==> config.mk <==
export PLATFORM = sky130hd
export DESIGN_NAME = dda_step_reader
export DESIGN_NICKNAME = d
export VERILOG_FILES = /design/src/rtl/dda_pkg.sv /design/src/rtl/dda_sat_counter.sv /design/src/rtl/dda_step_reader.sv
export SDC_FILE = /design/constraint.sdc
export NUM_CORES = 1
export LEC_CHECK = 0
export ABC_AREA = 1
export CAP_MARGIN = 20
export CORE_MARGIN = 8
export CORE_UTILIZATION = 25
export CTS_BUF_LIST = sky130_fd_sc_hd__clkbuf_8 sky130_fd_sc_hd__clkbuf_16
export CTS_CLUSTER_SIZE = 16
export DETAILED_ROUTE_END_ITERATION = 10
export PLACE_DENSITY = 0.47
export SYNTH_ARGS = -nofsm -noshare
export SYNTH_HDL_FRONTEND = slang
export SYNTH_SLANG_ARGS = --single-unit
==> constraint.sdc <==
create_clock -name clk -period 2.09 [get_ports clk]
set_clock_uncertainty 0.05 [all_clocks]
set_input_delay 0.5225 -clock clk [delete_from_list [all_inputs] [get_ports clk]]
set_output_delay 0.5225 -clock clk [all_outputs]
set_load 0.005 [all_outputs]
==> src/rtl/dda_pkg.sv <==
// dda_pkg: shared state encoding and default widths for the DDA step reader.
package dda_pkg;
    typedef enum logic [1:0] {IDLE, COUNT, HOLD} state_e;
    localparam int DATA_W = 6;
    localparam int CNT_W = 8;
    localparam int FRAME_W = 8;
    localparam logic [CNT_W-1:0] CNT_MAX = '1;
endpackage

==> src/rtl/dda_sat_counter.sv <==
// dda_sat_counter: saturating up-counter; o_next is the value after this cycle's increment,
// o_sat latches when an increment is clipped at the maximum.
module dda_sat_counter #(
    parameter int W = 8
) (
    input  logic         clk,
    input  logic         i_rst_n,
    input  logic         i_clr,
    input  logic         i_inc,
    output logic [W-1:0] o_next,
    output logic         o_sat
);
    logic [W-1:0] cnt;
    logic full;
    always_comb begin
        full = cnt == '1;
        o_next = (i_inc && !full) ? cnt + 1'b1 : cnt;
    end
    always_ff @(posedge clk or negedge i_rst_n) begin
        if (!i_rst_n) begin
            cnt <= '0;
            o_sat <= 1'b0;
        end else if (i_clr) begin
            cnt <= '0;
            o_sat <= 1'b0;
        end else begin
            cnt <= o_next;
            if (i_inc && full) o_sat <= 1'b1;
        end
    end
endmodule

==> src/rtl/dda_step_reader.sv <==
// dda_step_reader: counts DDA overflow steps per frame and hands the count downstream via valid/ready.
// Define DDA_STEP_READER_PHASE_EN to also capture the residual (o_phase) at frame end.
module dda_step_reader #(
    parameter int DATA_W = dda_pkg::DATA_W,
    parameter int CNT_W = dda_pkg::CNT_W,
    parameter int FRAME_W = dda_pkg::FRAME_W
) (
    input  logic               clk,
    input  logic               i_rst_n,
    input  logic               i_start,
    input  logic [FRAME_W-1:0] i_frame_len,
    input  logic               i_en,
    input  logic               i_ovf,
    input  logic [DATA_W-1:0]  i_data,
    output logic               o_busy,
    output logic               o_valid,
    input  logic               i_ready,
    output logic [CNT_W-1:0]   o_count,
    output logic               o_sat,
    output logic               o_miss
`ifdef DDA_STEP_READER_PHASE_EN
    ,
    output logic [DATA_W-1:0]  o_phase
`endif
);
    import dda_pkg::*;
    state_e state, nxt;
    logic [FRAME_W-1:0] len, iter;
    logic [CNT_W-1:0] cnt_nxt;
    logic hs, start_ok, last;
    always_comb begin
        hs = state == HOLD && i_ready;
        start_ok = i_start && i_frame_len != '0 && (state == IDLE || hs);
        last = state == COUNT && i_en && iter == len - 1'b1;
        nxt = start_ok ? COUNT : last ? HOLD : hs ? IDLE : state;
    end
    assign o_busy = state == COUNT;
    assign o_valid = state == HOLD;
    dda_sat_counter #(.W(CNT_W)) u_cnt (
        .clk(clk),
        .i_rst_n(i_rst_n),
        .i_clr(start_ok),
        .i_inc(state == COUNT && i_en && i_ovf),
        .o_next(cnt_nxt),
        .o_sat(o_sat)
    );
    always_ff @(posedge clk or negedge i_rst_n) begin
        if (!i_rst_n) begin
            state <= IDLE;
            len <= '0;
            iter <= '0;
            o_count <= '0;
            o_miss <= 1'b0;
        end else begin
            state <= nxt;
            if (start_ok) begin
                len <= i_frame_len;
                iter <= '0;
                o_miss <= 1'b0;
            end else begin
                if (state == COUNT && i_en) iter <= iter + 1'b1;
                if (state == HOLD && i_en && i_ovf) o_miss <= 1'b1;
            end
            if (last) o_count <= cnt_nxt;
        end
    end
`ifdef DDA_STEP_READER_PHASE_EN
    always_ff @(posedge clk or negedge i_rst_n) begin
        if (!i_rst_n) o_phase <= '0;
        else if (last) o_phase <= i_data;
    end
`else
    logic unused_data;
    assign unused_data = ^i_data;
`endif
endmodule
# --- Word level (Yosys, flattened, before mapping) ---
# Index checks and enable logic that the tools add are counted.
word_totals:
  latch_bits: 0
  inputBits: 20
  output_inout_bits: 12
  mem_bits_rw: 0
  reg_bits: 36
  mem_count: 0
  romBits: 0
classes:
  n_reduce_logical: 18
  muxes: 11
  n_mul: 0
  div_mod_pow: 0
  bitwise: 0
  eq_ne: 4
  add_sub_neg: 3
  n_shift: 0
  n_lt_le_gt_ge: 0
ops:
  columns: ["cell", "count"]
  rows:
  - ["$mux 8", 4]
  - ["$add 8x1->8 const B", 2]
  - ["$logic_and 1x1->1", 10]
  - ["$eq 8x8->1", 1]
  - ["$eq 8x8->1 const B", 1]
  - ["$reduce_bool 8->1", 1]
  - ["$sub 8x1->8 const B", 1]
  - ["$mux 2", 3]
  - ["$reduce_bool 2->1", 3]
  - ["$mux 1", 4]
  - ["$reduce_bool 3->1", 1]
  - ["$eq 2x1->1 const B", 1]
  - ["$eq 2x2->1 const B", 1]
  - ["$logic_not 2->1", 1]
  - ["$logic_not 1->1", 1]
  - ["$logic_or 1x1->1", 1]

# --- Logic depth before layout (Yosys ltp) ---
logic_depth:
  depth_word: 6
  depth_mapped: 12
  mapped_depth_nobuf: 12

# --- By module ---
# A second synthesis with hierarchy kept.
hier_totals:
  cells_unflattened: 280
  area_unflattened_um2: 2085.8
modules_own_cells:
  columns: ["mod", "area_per_inst_um2", "cells_per_inst", "seq_area_each_um2", "instances"]
  rows:
  - ["dda_step_reader", 1471.4, 188, 675.6, 1]
  - ["dda_sat_counter", 614.3, 92, 225.2, 1]

# --- Least setup slack after synthesis ---
# Ideal clock, no wire load.
synth_timing:
  path_type: "reg2reg"
  start: "register len[0]"
  end: "register state[0]"
  setup_time_ns: 0.120
  slack_ns: 0.359
  n_path_buf: 0
  path_stages_with_launch: 13
  arrival_ns: 1.561
  required_ns: 1.920
  cell_sequence: "dfrtp_1 > inv_1 > ha_1 > nand2_1 > inv_1 > nor2_1 > nand2_1 > nor2_1 > nand3_1 > nor2_4 > nand3_4 > nand2_1 > nand2_1"
synth_between:
  elab_chain_len: 5
  elab_cells_between_ends: 6
synth_lines:
  columns: ["element", "line_no", "source"]
  rows:
  - ["from (decl)", "dda_step_reader.sv:28", "logic [FRAME_W-1:0] len, iter;"]
  - ["from (signal assigned)", "dda_step_reader.sv:57", "len <= i_frame_len;"]
  - ["$sub 8x1->8 *", "dda_step_reader.sv:34", "last = state == COUNT && i_en && iter == len - 1'b1;"]
  - ["$eq 8x8->1 *", "dda_step_reader.sv:34", null]
  - ["$logic_and 1x1->1 *", "dda_step_reader.sv:34", null]
  - ["$mux 2 (2 in a row)", "dda_step_reader.sv:35", "nxt = start_ok ? COUNT : last ? HOLD : hs ? IDLE : state;"]
  - ["to (signal assigned)", "dda_step_reader.sv:55", "state <= nxt;"]
  - ["to (decl)", "dda_step_reader.sv:27", "state_e state, nxt;"]
# Mark *: on every way between the ends. The rest lies on a longest branch, timed or not.
# A chain may end at the register's enable or synchronous reset.

# --- Worst setup path in the final report ---
layout_timing:
  start: "register state[0]"
  end: "output port o_busy"
layout_between:
  elab_chain_len: 1
layout_lines:
  columns: ["element", "line_no", "source"]
  rows:
  - ["$eq 2x1->1", "dda_step_reader.sv:37", "assign o_busy = state == COUNT;"]
  - ["to (decl)", "dda_step_reader.sv:15", "output logic o_busy,"]
# Every way passes these cells.

==> flow_metrics.tcl <==
set metrics [dict create \
    io_buffer_count 25 \
    r2r_end "state[0]" \
    period_needed_ps 1988 \
    synthTopCellsByCount "nand2_1, dfrtp_1, inv_1, nor2_1, nand3_1" \
    critPathMaxFanout 5 \
    syn_area_um2 2047 \
    fmax_ghz 0.5031 \
    grt-ovfl-total 0 \
    cp.required_ps 1520 \
    cap_violations 0 \
    ant_nets 0 \
    r2r_setup_slack_ps 330 \
    clk_path_buf_depth 2 \
    vias 1808 \
    report.power.total_mw 3.120 \
    r2r-start "len[0]" \
    synth.most_common_cell "nand2_1" \
    wl_um 4811 \
    clkLatencyLatePin_ps 290 \
    ys_ff_latch 36 \
    ff2ff_path_depth 12 \
    syn_nets 300 \
    async_flop_share_pct 100.0 \
    instances_no_fill 424 \
    via_per_inst 4.264 \
    utilization_pct 32.62 \
    fp.dieH_um 106.5 \
    p_leak_nw 1.334 \
    post-synth-top-area-fraction_pct 44.01 \
    first_iter_violations 50 \
    grt_usage_pct 9.589 \
    grt_max_degree 20 \
    yosysSeqAreaShare_pct 44.01 \
    cp-end-kind "primary output" \
    dp.cells 415 \
    drive_gt1_share_pct 10.66 \
    initial_core_util_pct 25.29 \
    ys.flop_type "dfrtp_1" \
    combPwrFrac_pct 44.1 \
    yosysTopAreaCell "dfrtp_1" \
    die_w_um 106.5 \
    synth.avg_cell_area_um2 7.390 \
    grt_pass1_vias 1835 \
    setup_viol 0 \
    internal_power_mw 1.841 \
    synth_cell_types 27 \
    numClockSinks 36 \
    status "finished clean" \
    synthCells 277 \
    holdBufCountCts 0 \
    drc 0 \
    hold_path_class "primary input to asynchronous set/reset pin" \
    antenna_found_initial 0 \
    area_growth_pct 28.97 \
    netlist_top_cells_area "dfrtp_1, nand2_1, inv_1" \
    dpl.hpwl_um 3808 \
    clk_pin_slew_ps 80 \
    io_pins 32 \
    core_um2 8093 \
    arrival_ps 1420 \
    synth_edf_count 0 \
    grt_pass1_wl_um 8576 \
    layout.nets 341 \
    setup_tns_ps 0 \
    power_density_nw_per_um2 1182 \
    start_kind "flop" \
    rows 33 \
    maxSlewViolCount 0 \
    tightest_slew_ps 447.7 \
    power_frac_clock_pct 19.6 \
    n_antenna_cell 0 \
    tritoncts.num_buffers 5 \
    p_switching_mw 1.279 \
    maxSlewHeadroom_pct 70.15 \
    path_class "flop to primary output" \
    die_area_um2 11340 \
    place_congestion 0.7684 \
    holdWs_ps 114.4 \
    cts_tree "built" \
    vdd_drop_max_v 0.0004656 \
    htreeDepth 2 \
    grt_setup_unrepaired "false" \
    p_seq_share_pct 36.2 \
    routedWlPerCell_um 11.35 \
    root_buffer "clkbuf_8" \
    firstDrtPassIters 4 \
    finalHoldViolations 0 \
    yosys_warnings 0 \
    switching_share_pct 40.99 \
    fin_crit_sh_pct 95.10 \
]
-- repair_timing --
| action | in CTS | in global routing |
|---|---|---|
| setup endpoints to repair | 0 | 2 |
| resized for setup | 0 | 2 |
| setup buffers | 0 | 1 |
-- registers in the layout, summed over array words and instances (netlist names) --
name / count
iter: 8
len: 8
o_count: 8
o_miss: 1
state: 2
u_cnt.cnt: 8
u_cnt.o_sat: 1
-- worst max path at each step --
stage / from / endpoint / slack [ps] / depth (start not counted)
final: state[0] / o_busy / 100 / 3
after global routing: state[0] / o_busy / 4 / 3
after CTS: state[0] / o_busy / 3 / 3
after detailed placement: i_en / iter[7] / -70 / 8
after global placement: i_en / iter[7] / -20 / 8
after floorplan: len[0] / state[0] / 360 / 12
-- metrics by stage --
| stage | setup slack [ps] | area [µm²] |
|---|---|---|
| floorplan | 359.1 | 2047 |
| global placement | -19.34 | 2521 |
| detailed placement | -70.51 | 2521 |
| CTS | 2.880 | 2629 |
| global route | 3.802 | 2640 |
| finish | 102.5 | 2640 |
-- cells by family after synthesis --
logic type	Yosys count	synth area share, %
AND/OR/NAND/NOR	168	36.55
buffers and inverters	37	6.906
flip-flops	36	44.01
AO/OA/AOI/OAI	23	5.685
XOR/XNOR	10	5.012
adder cells (fa/ha/maj)	3	1.834
-- area by class of cell --
class / count / area (µm²)
inverter: 33 / 123.9
clock buffer: 5 / 68.82
sequential: 36 / 902.1
tap: 105 / 131.4
fill: 921 / 5453
timing repair buffer: 38 / 367.9
clock inverter: 3 / 38.79
multi-input combinational: 204 / 1007
-- layout by cell type, fill, tap and decap left out --
cell type | Yosys | final
a21oi_1 | 12 | 12
a31oi_1 | 1 | 1
buf_12 | 0 | 2
buf_2 | 1 | 1
buf_4 | 0 | 11
bufinv_16 | 0 | 1
clkbuf_8 | 0 | 5
clkdlybuf4s50_1 | 0 | 24
clkinv_2 | 0 | 1
dfrtp_1 | 36 | 35
dfrtp_2 | 0 | 1
ha_1 | 3 | 3
inv_1 | 32 | 33
inv_2 | 1 | 1
nand2_1 | 101 | 101
nand2_2 | 1 | 1
nand3_1 | 15 | 15
nand3_4 | 2 | 2
nand3b_1 | 1 | 1
nand4_1 | 11 | 11
nor2_1 | 26 | 25
nor2_2 | 2 | 3
nor2_4 | 2 | 2
nor3_1 | 3 | 3
nor3_2 | 1 | 1
nor4_1 | 2 | 2
o21ai_0 | 10 | 10
or2_1 | 1 | 1
xnor2_1 | 2 | 2
xor2_1 | 6 | 6
xor2_2 | 2 | 2
-- power by group through the flow --
stage                     registers (mW)  logic, mW  clock network [mW]
after CTS                           1.13       1.39               0.636
after floorplan                     1.09      0.956                   0
after detailed placement            1.14       1.38                   0
final                               1.13       1.38               0.612
after global routing                1.17       1.62               0.667
after global placement              1.14       1.37                   0
-- worst max-delay path, stage by stage (launching register included) --
cell and delay (ps):
dfrtp_2 400, inv_1 60, nor2_1 140, clkdlybuf4s50_1 530
-- layer usage --
layer	wire (µm)	vias to the layer above	track usage, %
met2	2166	31	14.97
met4	108	0	4.322
met5	0	-	0
li1	-	962	-
met1	2285	805	11.84
met3	251	10	3.025
Power figures use the tool's default switching activity.
